**src/rtl/lvds_video_pkg.sv**
```systemverilog
// lvds_video_pkg: default panel timing, colour constants and coordinate/pixel types
package lvds_video_pkg;
    typedef logic [10:0] coord_t;
    typedef struct packed {
        logic [7:0] r;
        logic [7:0] g;
        logic [7:0] b;
    } rgb_t;
    localparam int DEF_H_ACTIVE = 1280;
    localparam int DEF_H_FP     = 16;
    localparam int DEF_H_SYNC   = 24;
    localparam int DEF_H_BP     = 10;
    localparam int DEF_V_ACTIVE = 800;
    localparam int DEF_V_FP     = 3;
    localparam int DEF_V_SYNC   = 3;
    localparam int DEF_V_BP     = 6;
    localparam rgb_t BLACK   = 24'h000000;
    localparam rgb_t BLUE    = 24'h0000FF;
    localparam rgb_t RED     = 24'hFF0000;
    localparam rgb_t MAGENTA = 24'hFF00FF;
    localparam rgb_t GREEN   = 24'h00FF00;
    localparam rgb_t CYAN    = 24'h00FFFF;
    localparam rgb_t YELLOW  = 24'hFFFF00;
    localparam rgb_t WHITE   = 24'hFFFFFF;
    localparam rgb_t BAR_COLORS [8] = '{BLACK, BLUE, RED, MAGENTA, GREEN, CYAN, YELLOW, WHITE};
endpackage

```
**src/rtl/lvds_color_bar.sv**
```systemverilog
// lvds_color_bar: maps a pixel column to one of eight colour bars, one register stage
module lvds_color_bar
    import lvds_video_pkg::*;
#(
    parameter int H_ACTIVE = DEF_H_ACTIVE
) (
    input  logic   clk,
    input  logic   rst,
    input  coord_t x,
    output rgb_t   rgb
);
    localparam int BW = H_ACTIVE / 8;
    logic [2:0] idx;
    // the last bar swallows the remainder columns
    always_comb idx = (x >= coord_t'(7 * BW)) ? 3'd7 : 3'(x / coord_t'(BW));
    always_ff @(posedge clk or posedge rst)
        if (rst) rgb <= BLACK;
        else     rgb <= BAR_COLORS[idx];
endmodule

```
**src/rtl/lvds_timing_gen.sv**
```systemverilog
// lvds_timing_gen: LVDS panel timing generator with 2-cycle output pipeline.
// Define LVDS_TEST_PATTERN_EN to compile in the colour-bar generator.
module lvds_timing_gen
    import lvds_video_pkg::*;
#(
    parameter int H_ACTIVE = DEF_H_ACTIVE,
    parameter int H_FP     = DEF_H_FP,
    parameter int H_SYNC   = DEF_H_SYNC,
    parameter int H_BP     = DEF_H_BP,
    parameter int V_ACTIVE = DEF_V_ACTIVE,
    parameter int V_FP     = DEF_V_FP,
    parameter int V_SYNC   = DEF_V_SYNC,
    parameter int V_BP     = DEF_V_BP,
    parameter bit SYNC_POL = 1'b0
) (
    input  logic        clk,
    input  logic        rst,
    input  logic        en,
    input  logic        pattern_en,
    input  logic [7:0]  pix_r,
    input  logic [7:0]  pix_g,
    input  logic [7:0]  pix_b,
    output logic [10:0] x,
    output logic [10:0] y,
    output logic        hsync,
    output logic        vsync,
    output logic        de,
    output logic [7:0]  red,
    output logic [7:0]  green,
    output logic [7:0]  blue,
    output logic        frame_start,
    output logic        line_start
);
    localparam int H_TOTAL = H_ACTIVE + H_FP + H_SYNC + H_BP;
    localparam int V_TOTAL = V_ACTIVE + V_FP + V_SYNC + V_BP;
    localparam coord_t H_LAST = coord_t'(H_TOTAL - 1);
    localparam coord_t V_LAST = coord_t'(V_TOTAL - 1);
    localparam coord_t H_ACT  = coord_t'(H_ACTIVE);
    localparam coord_t V_ACT  = coord_t'(V_ACTIVE);
    localparam coord_t HS_BEG = coord_t'(H_ACTIVE + H_FP);
    localparam coord_t HS_END = coord_t'(H_ACTIVE + H_FP + H_SYNC);
    localparam coord_t VS_BEG = coord_t'(V_ACTIVE + V_FP);
    localparam coord_t VS_END = coord_t'(V_ACTIVE + V_FP + V_SYNC);
    coord_t h_cnt, v_cnt;
    logic h_wrap;
    logic de1, hs1, vs1, fs1, ls1;
    rgb_t src;
    always_comb h_wrap = h_cnt == H_LAST;
    always_ff @(posedge clk or posedge rst)
        if (rst) begin
            h_cnt <= '0;
            v_cnt <= '0;
        end else if (!en) begin
            h_cnt <= '0;
            v_cnt <= '0;
        end else begin
            h_cnt <= h_wrap ? '0 : h_cnt + 11'd1;
            if (h_wrap) v_cnt <= (v_cnt == V_LAST) ? '0 : v_cnt + 11'd1;
        end
    assign x = h_cnt;
    assign y = v_cnt;
    // stage 1: decode position; en low drains the pipe to idle
    always_ff @(posedge clk or posedge rst)
        if (rst) begin
            de1 <= 1'b0;
            hs1 <= 1'b0;
            vs1 <= 1'b0;
            fs1 <= 1'b0;
            ls1 <= 1'b0;
        end else begin
            de1 <= en && h_cnt < H_ACT && v_cnt < V_ACT;
            hs1 <= en && h_cnt >= HS_BEG && h_cnt < HS_END;
            vs1 <= en && v_cnt >= VS_BEG && v_cnt < VS_END;
            fs1 <= en && h_cnt == '0 && v_cnt == '0;
            ls1 <= en && h_cnt == '0 && v_cnt < V_ACT;
        end
`ifdef LVDS_TEST_PATTERN_EN
    rgb_t bar;
    logic pat1;
    lvds_color_bar #(.H_ACTIVE(H_ACTIVE)) u_bar (
        .clk (clk),
        .rst (rst),
        .x   (h_cnt),
        .rgb (bar)
    );
    always_ff @(posedge clk or posedge rst)
        if (rst) pat1 <= 1'b0;
        else     pat1 <= pattern_en;
    always_comb src = pat1 ? bar : {pix_r, pix_g, pix_b};
`else
    logic unused_pattern_en;
    assign unused_pattern_en = pattern_en;
    always_comb src = {pix_r, pix_g, pix_b};
`endif
    // stage 2: pixel data arrives here, one cycle after x/y were presented
    always_ff @(posedge clk or posedge rst)
        if (rst) begin
            de          <= 1'b0;
            hsync       <= ~SYNC_POL;
            vsync       <= ~SYNC_POL;
            frame_start <= 1'b0;
            line_start  <= 1'b0;
            {red, green, blue} <= '0;
        end else begin
            de          <= de1;
            hsync       <= hs1 ? SYNC_POL : ~SYNC_POL;
            vsync       <= vs1 ? SYNC_POL : ~SYNC_POL;
            frame_start <= fs1;
            line_start  <= ls1;
            {red, green, blue} <= de1 ? src : '0;
        end
endmodule

```
**config.mk**
```make
export PLATFORM = sky130hd
export DESIGN_NAME = lvds_timing_gen
export DESIGN_NICKNAME = d
export VERILOG_FILES = /design/src/rtl/lvds_video_pkg.sv /design/src/rtl/lvds_color_bar.sv /design/src/rtl/lvds_timing_gen.sv
export SDC_FILE = /design/constraint.sdc
export NUM_CORES = 1
export LEC_CHECK = 0
export ABC_AREA = 1
export CORE_AREA = 2 2 75 77
export DETAILED_ROUTE_END_ITERATION = 12
export DIE_AREA = 0 0 77 79
export GPL_ROUTABILITY_DRIVEN = 0
export PLACE_DENSITY = 0.92
export SETUP_SLACK_MARGIN = 0.15
export SLEW_MARGIN = 20
export SYNTH_ARGS = -nofsm -noshare
export SYNTH_HDL_FRONTEND = slang
export SYNTH_SLANG_ARGS = --single-unit
```
**constraint.sdc**
```tcl
create_clock -name clk -period 4.15 [get_ports clk]
set_clock_uncertainty 0.1 [all_clocks]
set_input_delay 0.83 -clock clk [delete_from_list [all_inputs] [get_ports clk]]
set_output_delay 0.83 -clock clk [all_outputs]
set_load 0.02 [all_outputs]
```
== After elaboration in Yosys (flattened, before gate mapping) ==
Cells that the tools add are included.
Storage, ports and cells
  flip-flop bits (word level): 56
Operators by class
  order comparisons: 6
  muxes and demuxes: 8
  equal/unequal tests: 3
  reduce and logical (&&, ||, !) cells: 11
  $add $sub $neg: 2
Operator list (count)
  11-bit two-way mux: 5
  24-bit two-way mux: 1
  11-bit by 1-bit adder with 11-bit output (second input constant): 2
  11-bit logical NOT: 2
  11-bit by 10-bit less-than comparator with 1-bit output (second input constant): 2
  11-bit less-than comparator (second input constant): 2
  11-bit by 10-bit == test with 1-bit output (second input constant): 1
  11-bit == test (second input constant): 1
  11-bit by 10-bit >= comparator with 1-bit output (second input constant): 1
  11-bit >= comparator (second input constant): 1
  1-bit logical AND: 9
  1-bit two-way mux: 2
  2-bit by 1-bit inequality test with 1-bit output (second input constant): 1

== Longest topological paths before layout ==
  word-level depth: 4
  gate-level depth with buffers: 10

== Worst setup path before layout ==
No wires, ideal clock.
  kind: input to register
  start point: input port en
  end point: register fs1
  setup slack: 2.459 ns
  stages: 5
  arrival: 1.505 ns
  required time: 3.964 ns
  path buffers: 1
  path through: clkbuf_2 inv_1 nor3_1 nand4_1 nor3_1
On the way
  word-level cells in the longest chain between the ends: 2
Ends and longest elaborated chain
  start: declaration: RTL line lvds_timing_gen.sv:18  | input logic en,
  1-bit logical AND (2 in a row): RTL line lvds_timing_gen.sv:74  | fs1 <= en && h_cnt == '0 && v_cnt == '0;
  end signal: assignment: RTL line lvds_timing_gen.sv:68  | fs1 <= 1'b0;
  end signal: assignment: RTL line lvds_timing_gen.sv:74
  end: declaration: RTL line lvds_timing_gen.sv:46  | logic de1, hs1, vs1, fs1, ls1;
No other way between the ends.
A chain may end at the register's enable or synchronous reset.

== Worst setup path after layout ==
  start point: input port en
  end point: register h_cnt[6], in the netlist x[6]
On the way
  word-level cells in the longest chain between the ends: 1
Ends and longest elaborated chain
  11-bit two-way mux: RTL line lvds_timing_gen.sv:53  | end else if (!en) begin
  end signal: assignment: RTL line lvds_timing_gen.sv:57  | h_cnt <= h_wrap ? '0 : h_cnt + 11'd1;
  end: declaration: RTL line lvds_timing_gen.sv:44  | coord_t h_cnt, v_cnt;
No other way between the ends.

==> results.sh <==
export IMPL_multiInputGateArea_um2=907
export IMPL_drive_gt1_share_pct=8.38
export IMPL_critPathLaunch="en"
export IMPL_rows=27
export IMPL_maxCapViolCount=0
export IMPL_hp_start="ls1"
export IMPL_synth_top_flop_cell="dfrtp_1"
export IMPL_layout_commonest_cell="clkdlybuf4s50_1"
export IMPL_max_freq_mhz=408
export IMPL_layout_common_cells="clkdlybuf4s50_1 (77), nand2_1 (71), dfrtp_1 (54)"
export IMPL_core_um2=5340
export IMPL_drc_errors=0
export IMPL_clock_sinks=56
export IMPL_syn_area_um2=2550
export IMPL_worst_ep_required_time_ns=4.28
export IMPL_ir_drop_mv=0.176
export IMPL_seq_area_um2=1400
export IMPL_ios=79
export IMPL_clk_latency_ns=0.29
export IMPL_antenna_cells=0
export IMPL_leakagePower_nw=1.66
export IMPL_dr_total_vias=2130
export IMPL_hold_buffers=0
export IMPL_p_per_area_nw_per_um2=299
export IMPL_place_port_buffers=77
export IMPL_grt_pass1_wl_mm=9.34
export IMPL_cts_resized=0
export IMPL_rsz0062_at_grt="no"
export IMPL_hpwl_mm=3.97
export IMPL_ant_nets=0
export IMPL_gr_total_overflow=0
export IMPL_holdWs_ns=0.252
export IMPL_cts_tree="done"
export IMPL_post_route_period_util_pct=59.1
export IMPL_drt_iter0_markers=97
export IMPL_cts_buffers=5
export IMPL_crit_path_max_incr_delay_ns=0.93
export IMPL_fin_area_um2=3470
export IMPL_area_delta_synth_final_pct=36.1
export IMPL_clock_path_buffers=2
export IMPL_finalCoreUtilization_pct=64.9
export IMPL_grt_pass1_vias=2054
export IMPL_drt_first_pass_iters=4
export IMPL_path_class="input port to register"
export IMPL_worst_pin_slew_ns=0.932
export IMPL_wl_per_cell_um=12.2
export IMPL_syn_avg_cell_area_um2=8.75
export IMPL_cp_num_buf_inv=2
export IMPL_die_h_um=79
export IMPL_worstPathArrival_ns=2.58
export IMPL_root_buffer="clkbuf_8"
export IMPL_routed_wl_mm=5.41
export IMPL_die_w_um=77
export IMPL_cts_max_level=2
export IMPL_synth_cells=291
export IMPL_yosysWarningCount=0
export IMPL_crit_path_top_delay_cell="clkdlybuf4s50_1"
export IMPL_syn_num_nets=324
export IMPL_post_cts_setup_buffer_count=0
export IMPL_hold_viol_final=0
export IMPL_status="completed"
export IMPL_placedInstanceArea_um2=3370
export IMPL_cp_max_fo=16
export IMPL_ys_seq_elements=56
export IMPL_cp_top_family="buffers and inverters"
export IMPL_crit_path_start_kind="input port"
export IMPL_setup_viol_count_final=0
export IMPL_grt_start_max_net_pins=57
export IMPL_grtUsageTotal_pct=19.1
export IMPL_worstHoldPathType="register to register"
export IMPL_synth_seq_area_share_pct=55.1
export IMPL_crit_reg2reg_launch="x[1]"
export IMPL_total_power_mw=1.04
export IMPL_fill_cells=475
export IMPL_synth_cell_types=31
export IMPL_min_period_ns=2.45
export IMPL_fin_tns_setup_ns=0
export IMPL_fin_nets=402
export IMPL_antenna_found_initial=0
export IMPL_finalMaxSlewViolations=0
export IMPL_path_clk_slew_ns=0.09
export IMPL_slew_limit_headroom_pct=37.9
export IMPL_endpoint_kind="register"
export IMPL_die_area_um2=6080
export IMPL_viasPerCell=4.82
export IMPL_async_flop_share_pct=100
export IMPL_synth_edff_count=0
export IMPL_path_cells="clkdlybuf4s50_1 -> inv_1 -> a21oi_4 -> o21ai_0 -> a21oi_1"
export IMPL_start_util_pct=47.7
-- synthesized netlist by cell type (3+ instances only) --
cell,number,area share [%]
dfrtp_1,54,53
ha_1,5,2.5
inv_1,50,7.4
nand2_1,71,10
nand3_1,15,2.9
nand4_1,12,2.9
nor2_1,32,4.7
nor3_1,7,1.4
o21ai_0,7,1.4
o21ai_2,6,2.1
xor2_1,3,1.0
-- state kept, by name, summed over array words and instances, names as in the netlist --
name         flops
blue             8
hs1              1
vsync            1
line_start       1
fs1              1
de               1
x               11
red              8
ls1              1
vs1              1
de1              1
green            8
frame_start      1
y               11
hsync            1
-- cells by family after synthesis --
logic type / synth area share [%]
adder cells (fa/ha/maj): 2.46
XOR/XNOR: 1.38
buffers and inverters: 9.24
AO/OA/AOI/OAI: 5.55
AND/OR/NAND/NOR: 26.2
flip-flops: 55.1
-- path summary, 6_finish.rpt --
kind                       slack [ns]          to  depth (start not counted)
setup / recovery                 1.70        x[6]                          5
hold / removal                   0.25  line_start                          0
setup reg to reg                 2.40        y[9]                         10
hold reg to reg                  0.25  line_start                          0
max in group asynchronous        2.48         vs1                          2
min in group asynchronous        0.91     blue[5]                          2
-- per-stage QoR --
stage	setup WS (ns)	std cells
floorplan	1.85	291
global placement	1.44	434
detailed placement	1.37	434
CTS	1.69	442
global route	1.52	442
finish	1.70	442
-- where the power goes --
group	internal (mW)	total [mW]	switching, mW
Clock	0.135	0.299	0.164
Sequential	0.568	0.583	0.0149
Combinational	0.0727	0.154	0.0817
Total	0.776	1.04	0.260
-- cell type report --
type / instances / share of cell area, %
flip-flops and latches: 56 / 40.5
multi-input cells: 177 / 26.2
repair buffers: 77 / 22.2
inverters: 52 / 5.67
well taps: 72 / 2.60
clock buffers: 6 / 2.38
clock inverters: 2 / 0.433
-- routing by layer --
| layer | part of all wire (%) | track usage [%] | vias up |
|---|---|---|---|
| met5 | 0 | 0 | - |
| met4 | 0.83 | 6.61 | 0 |
| met3 | 5.4 | 4.32 | 4 |
| met2 | 51 | 35.7 | 70 |
| met1 | 42 | 21.6 | 991 |
| li1 | - | - | 1065 |
Note: power is estimated with default switching activity, not from simulation.
